`config.mk`:
```
export PLATFORM = sky130hd
export DESIGN_NAME = gate_test_sequencer
export DESIGN_NICKNAME = d
export VERILOG_FILES = /design/src/rtl/gate_test_pkg.sv /design/src/rtl/gate_test_sequencer_settle_timer.sv /design/src/rtl/gate_test_sequencer.sv
export SDC_FILE = /design/constraint.sdc
export NUM_CORES = 1
export LEC_CHECK = 0
export CAP_MARGIN = 30
export CORE_MARGIN = 3
export CORE_UTILIZATION = 45
export CTS_CLUSTER_DIAMETER = 150
export DETAILED_ROUTE_END_ITERATION = 7
export GPL_TIMING_DRIVEN = 0
export MAX_ROUTING_LAYER = met4
export PLACE_DENSITY = 0.69
export SETUP_SLACK_MARGIN = 0.3
export SYNTH_ARGS = -nofsm -noshare
export SYNTH_HDL_FRONTEND = slang
export SYNTH_SLANG_ARGS = --single-unit
```
`constraint.sdc`:
```
create_clock -name clk -period 2.92 [get_ports clk]
set_input_delay 0.438 -clock clk [delete_from_list [all_inputs] [get_ports clk]]
set_output_delay 0.438 -clock clk [all_outputs]
set_load 0.01 [all_outputs]
```
`src/rtl/gate_test_pkg.sv`:
```
// gate_test_pkg: shared FSM state type and bus-width limit for the gate test sequencer
package gate_test_pkg;
  localparam int N_MAX = 4;
  typedef enum logic [2:0] {IDLE, APPLY, SETTLE, CHECK, DONE} state_t;
endpackage

```
`src/rtl/gate_test_sequencer_settle_timer.sv`:
```
// settle_timer: loadable 4-bit down-counter with zero flag; holds at zero
module settle_timer (
  input  logic       clk,
  input  logic       rst,
  input  logic       load,
  input  logic       dec,
  input  logic [3:0] val,
  output logic       zero
);
  logic [3:0] cnt;
  assign zero = cnt == 4'd0;
  always_ff @(posedge clk or posedge rst)
    if (rst) cnt <= 4'd0;
    else if (load) cnt <= val;
    else if (dec && !zero) cnt <= cnt - 4'd1;
endmodule

```
`src/rtl/gate_test_sequencer.sv`:
```
// gate_test_sequencer: applies every N-bit vector to an inverter, checks ~v, reports error count and pass
module gate_test_sequencer
  import gate_test_pkg::*;
#(
  parameter int N = 1
) (
  input  logic         clk,
  input  logic         rst,
  input  logic         start,
  input  logic [3:0]   settle_cycles,
  output logic [N-1:0] dut_in,
  input  logic [N-1:0] dut_out,
  output logic         busy,
  output logic         done,
  output logic         pass,
  output logic [4:0]   err_count
);
  if (N < 1 || N > N_MAX) begin : g_bad_n
    $error("gate_test_sequencer: N out of range");
  end
  state_t state, state_nxt;
  logic [3:0] s_lat;
  logic [N-1:0] v;
  logic t_zero, mism, last;
  assign mism = dut_out != ~v;
  assign last = &v;
  assign dut_in = v;
  assign busy = state != IDLE;
  assign done = state == DONE;
  // counter preloaded with S-1 so its zero flag marks the final SETTLE cycle
  settle_timer u_timer (
    .clk  (clk),
    .rst  (rst),
    .load (state == APPLY),
    .dec  (state == SETTLE),
    .val  (s_lat - 4'd1),
    .zero (t_zero)
  );
  always_ff @(posedge clk or posedge rst)
    if (rst) state <= IDLE;
    else state <= state_nxt;
  always_comb begin
    state_nxt = state;
    case (state)
      IDLE:    state_nxt = start ? APPLY : IDLE;
      APPLY:   state_nxt = (s_lat == 4'd0) ? CHECK : SETTLE;
      SETTLE:  state_nxt = t_zero ? CHECK : SETTLE;
      CHECK:   state_nxt = last ? DONE : APPLY;
      DONE:    state_nxt = IDLE;
      default: state_nxt = IDLE;
    endcase
  end
  always_ff @(posedge clk or posedge rst)
    if (rst) begin
      s_lat     <= 4'd0;
      v         <= '0;
      err_count <= 5'd0;
      pass      <= 1'b0;
    end else if (state == IDLE && start) begin
      s_lat     <= settle_cycles;
      v         <= '0;
      err_count <= 5'd0;
      pass      <= 1'b0;
    end else if (state == CHECK) begin
      if (mism) err_count <= err_count + 5'd1;
      if (last) pass <= (err_count == 5'd0) && !mism;
      else v <= v + N'(1);
    end
endmodule

```
==> impl_metrics.toml <==
[power]
p_int_uw = 743
vdd_drop_max_uv = 530
clkPwrFrac = 0.117
netSwitchingFraction = 0.416
power_density_nw_per_um2 = 1000
total_power_mw = 1.27
p_seq_frac = 0.357
pwr-share-comb = 0.526
p_switching_uw = 528
p_leak_nw = 0.536

[cts]
clock_latency_ps = 280
clock_sinks = 18
htree_num_levels = 1
cts_max_path_buffers = 2
postCtsSetupBuffers = 0
hold_buffers = 0
ctsResizeCount = 0
clk_pin_slew_worst_paths_ps = 100
cts_tree = "yes"
cts_root_buf = "clkbuf_4"
numCtsBuffers = 3

[die]
num_rows = 16
initial_core_util = 0.503
core_area_um2 = 2060
fp.dieArea_um2 = 2920
die-height_um = 54.0
floorplan.die.width_um = 54.0
io_pins = 17

[timing]
rsz0062_at_grt = "no"
drv_slew = 0
fin_crit_sh = 0.750
hold_viol = 0
setup_viol = 0
tightest_slew_ps = 715
min_period_ps = 2190
relSlewSlack = 0.522
setup_tns_ps = 0
hold_slack_ps = 520
skew_ps = 3.38
fmax_mhz = 456

[cells_and_area]
area_growth_pct = 22.2
final_area_um2 = 1270
fin_nets = 141
drive_above_1_share = 0.0775
n_antenna_cell = 0

[yosys]
ys_ff_latch = 18
synth_edf_count = 0
syn_nets = 120
synthCells = 109
synthFlopType = "dfrtp_1"
yosysWarningCount = 0
synth.cell_area_um2 = 1040
yosysUniqueCellTypes = 39
syn_area_per_cell_um2 = 9.52
async_flop_share = 1.00
ys_seq_area_frac = 0.434

[setup_path]
max_stage_delay_ps = 480
crit_chain = "buf_2, or3_1, clkdlybuf4s50_1"
path_class = "reg -> out"
cp_top_family = "buffers and inverters"
required_ps = 2480
rr_worst_depth = 7
arrival_ps = 1750
crit_buf_inv = 2
cp.depth = 3
critPathSlowestCell = "clkdlybuf4s50_1"
start_kind = "flip-flop"
cp-end-kind = "output pin"
crit_fanout = 10

[run_status]
status = "complete, no violations"

[drt]
remaining_drc_errors = 0
drt-initial-drc-count = 16
drtAntennaViolNets = 0
wire_per_inst_um = 13.6
dr.pass1.iters = 5
num_vias = 870
avgViaCountPerCell = 5.58
routed_wl_mm = 2.12

[placed_design]
numPortBuffers = 16
place_area_um2 = 1230
dp_hpwl_mm = 1.61
gp_congestion = 0.832

[global_route]
grt_pass1_vias = 823
grt_max_degree = 19
grt-ovfl-total = 0
grt_usage = 0.178
antenna_found_initial = 0
grt_pass1_wl_mm = 3.63

[worst_hold_path]
hold_class = "reg -> reg"
whs_path_depth = 2

[run]
drv_cap = 0
## kinds of logic (layout without fill, tap and decap cells)
kind of cell / count (synthesis) / count (layout) / share of synthesized area
and+or+nand+nor: 49 / 49 / 0.280
xor gates and xnor gates: 4 / 4 / 0.0338
buffers and inverters: 10 / 30 / 0.0519
DFF: 18 / 18 / 0.434
AOI/OAI and AO/OA: 23 / 23 / 0.145
muxes: 2 / 2 / 0.0193
adders and majority gates: 3 / 3 / 0.0362
## per-layer routing
| metal | track usage | part of all wire | vias to the layer above |
|---|---|---|---|
| li1 | - | - | 430 |
| met1 | 0.224 | 0.48 | 418 |
| met2 | 0.292 | 0.47 | 20 |
| met3 | 0.0332 | 0.037 | 2 |
| met4 | 0.0498 | 0.0043 | 0 |
| met5 | - | 0 | - |
## registers in the layout (all words and copies together) (netlist names)
| name | count |
|---|---|
| u_timer.cnt | 4 |
| dut_in | 1 |
| state | 3 |
| pass | 1 |
| s_lat | 4 |
| err_count | 5 |
## synthesized netlist by cell type (3+ instances only)
library cell | instances | area, um2
a21oi_1 | 6 | 30.0
o21ai_0 | 6 | 30.0
nand3_1 | 5 | 25.0
inv_1 | 6 | 22.5
xnor2_1 | 3 | 26.3
dfrtp_1 | 18 | 450
or3_1 | 3 | 18.8
nand2b_1 | 3 | 18.8
nand2_1 | 15 | 56.3
nor2b_1 | 3 | 18.8
nor2_1 | 4 | 15.0
ha_1 | 3 | 37.5
## per-stage QoR
stage / util / std cells / worst slack [ps]
global route: 0.615 / 156 / 553
floorplan: - / 109 / 1160
finish: 0.615 / 156 / 729
detailed placement: 0.597 / 152 / 920
global placement: 0.597 / 152 / 909
CTS: 0.615 / 156 / 722
## worst paths after layout
path	start	end	slack, ps
min in group asynchronous	rst	err_count[1]	540
min reg2reg	s_lat[3]	s_lat[3]	520
max	state[0]	busy	730
max reg2reg	state[1]	u_timer.cnt[2]	890
min	s_lat[3]	s_lat[3]	520
max in group asynchronous	rst	u_timer.cnt[2]	1960
## worst min-delay path, delay by kind of cell, from the launching register on
kind,cells,cell delay (ps)
AND/OR/NAND/NOR,2,120
flip-flops,1,380
## power groups by stage
stage / combinational [mW] / sequential, mW / clock, mW
2_1_floorplan: 0.487 / 0.440 / 0
3_3_place_gp: 0.650 / 0.453 / 0
6_report: 0.669 / 0.453 / 0.149
3_5_place_dp: 0.668 / 0.457 / 0
5_1_grt: 0.755 / 0.472 / 0.165
4_1_cts: 0.673 / 0.452 / 0.156
## cell usage in the layout (no fill, tap or decap), types with 2 or more instances in the layout
cell type | netlist | final
nand3b_1 | 2 | 2
nor3b_1 | 2 | 2
nor2_1 | 4 | 4
buf_6 | 2 | 2
nor3_1 | 2 | 2
or3_1 | 3 | 3
clkbuf_4 | 0 | 3
nor4_1 | 2 | 2
or4b_1 | 2 | 2
nand2b_1 | 3 | 3
xnor2_1 | 3 | 3
mux2i_1 | 2 | 2
nand3_1 | 5 | 5
nor2b_1 | 3 | 3
o21ai_0 | 6 | 6
a21oi_1 | 6 | 6
clkdlybuf4s50_1 | 0 | 16
nand2_1 | 15 | 15
dfrtp_1 | 18 | 18
inv_1 | 6 | 6
ha_1 | 3 | 3
## area by class of cell
type                    instances  area, um2
repair buffers                 16        160
plain buffers                   4       31.3
multi-input cells              81        533
clock buffers                   4       36.3
fillers                       180        795
flip-flops and latches         18        450
inverters                       6       22.5
well taps                      27       33.8
No activity file was read; power rests on OpenSTA's default activity.
==> edit, RTL diff (same flow settings) <==
Add an input register stage for `start`, `settle_cycles` and `dut_out`, cleared by the reset; this delays them by one clock.
--- a/src/rtl/gate_test_sequencer.sv
+++ b/src/rtl/gate_test_sequencer.sv
@@ -15,6 +15,23 @@
   output logic         pass,
   output logic [4:0]   err_count
 );
+
+  logic start_q;
+  logic [3:0] settle_cycles_q;
+  logic [N-1:0] dut_out_q;
+
+  always_ff @(posedge clk or posedge rst) begin
+    if (rst) begin
+      start_q         <= '0;
+      settle_cycles_q <= '0;
+      dut_out_q       <= '0;
+    end else begin
+      start_q         <= start;
+      settle_cycles_q <= settle_cycles;
+      dut_out_q       <= dut_out;
+    end
+  end
+
   if (N < 1 || N > N_MAX) begin : g_bad_n
     $error("gate_test_sequencer: N out of range");
   end
@@ -22,7 +39,7 @@
   logic [3:0] s_lat;
   logic [N-1:0] v;
   logic t_zero, mism, last;
-  assign mism = dut_out != ~v;
+  assign mism = dut_out_q != ~v;
   assign last = &v;
   assign dut_in = v;
   assign busy = state != IDLE;
@@ -42,7 +59,7 @@
   always_comb begin
     state_nxt = state;
     case (state)
-      IDLE:    state_nxt = start ? APPLY : IDLE;
+      IDLE:    state_nxt = start_q ? APPLY : IDLE;
       APPLY:   state_nxt = (s_lat == 4'd0) ? CHECK : SETTLE;
       SETTLE:  state_nxt = t_zero ? CHECK : SETTLE;
       CHECK:   state_nxt = last ? DONE : APPLY;
@@ -56,8 +73,8 @@
       v         <= '0;
       err_count <= 5'd0;
       pass      <= 1'b0;
-    end else if (state == IDLE && start) begin
-      s_lat     <= settle_cycles;
+    end else if (state == IDLE && start_q) begin
+      s_lat     <= settle_cycles_q;
       v         <= '0;
       err_count <= 5'd0;
       pass      <= 1'b0;
Function: changed (a bounded check fails within 4 cycles, from zero or initial values and one cycle with rst high).
==> edit against the unedited design <==
  * Routed wire length decreased by 3.4%
  * Sequential power increased by 19%
  * Via count decreased by 3.6%
  * Cell area increased by 9.4%
  * Area after synthesis increased by 9.8%
  * Power increased by 2.7%
  * Setup slack got worse by 190 ps
  * Sequential cell count increased by 6
  * Largest power group is now sequential cells
  * Highest routed layer unchanged
==> edit: results (changes against the unedited design) <==
Placement
  – Routability Congestion: 0.794 (-4.7%)
  – Placed Area: 1330 um2 (+8.3%)

Cells and area
  – Non-clk bufs: 21 (+5.0%)
  – Clock buf/inv share: 3.79% (+0.93 points)
  – Multi-input combinational area share: 35.2% (-6.9 points)
  – Data buffer area share: 13.5% (-1.6 points)
  – Nets: 137 (-2.8%)
  – Fin cells: 153 (-1.9%)

Outcome
  – Status: completed

Power
  – Internal: 0.847 mW (+14%)
  – Clk pwr share: 18.0% (+6.3 points)
  – Register share of total power: 41.2% (+5.5 points)
  – Switching power total: 0.459 mW (-13%)

Routing
  – First-pass iteration count of the detailed router: 4 (-1)
  – Met3 wire len: 96 um (+23%)

CTS
  – CTS clk-pin slew, worst paths: 130 ps (+30 ps)
  – Clk Latency, worst-skew pair: 310 ps (+30 ps)

Floorplan
  – Core area: 2300 um2 (+11%)

Timing
  – Hold WS: 491 ps (-28.7 ps)
  – Final min period: 2390 ps (+194 ps)
  – Worst clock skew: 1.25 ps (-2.13 ps)

Logic synthesis
  – Synth Area in Compound Gates: 13.2% (-1.3 points)
  – Multiplexer area fraction after synthesis: 5.71% (+3.8 points)

Global routing
  – Met3 Track Usage GR: 5.29% (+2.0 points)
  – GR Util All Layers: 15.3% (-2.5 points)
  – Number of global-route vias before repair: 879 (+6.8%)
  – Met2 global-route usage: 24.4% (-4.9 points)

Worst setup path
  – Crit-path max FO: 8 (-2)
  – Reg2Reg Depth: 8 (+1)
-- edit: cell types whose count changed in the layout (fill, tap and decap cells not counted), moves of 4 or more --
cell and change:
nor2_1 +4, mux2_2 +4, nand2_1 -10, dfrtp_1 +6, nand3_1 -5
-- edit: cell families after synthesis --
logic type               Yosys count
AND/OR/NAND/NOR                   36
flip-flops                        24
AO/OA/AOI/OAI                     22
buffers and inverters             11
multiplexers                       6
XOR/XNOR                           3
adder cells (fa/ha/maj)            3
-- edit: worst paths after layout --
path / startpoint / endpoint
worst min register to register: settle_cycles_q[3] / s_lat[3]
worst min-delay path: settle_cycles_q[3] / s_lat[3]
worst max-delay path: state[0] / u_timer.cnt[2]
worst max register to register: state[0] / u_timer.cnt[2]
min in group asynchronous: rst / err_count[2]
max in group asynchronous: rst / err_count[4]
-- edit: worst max-delay path, stage by stage, from the launching register on --
cell and delay [ps]:
dfrtp_1 480, nor2b_1 280, and2b_1 160, clkbuf_1 240, mux2i_1 250, ha_1 210
inv_1 50, or4_1 490, a31oi_1 160
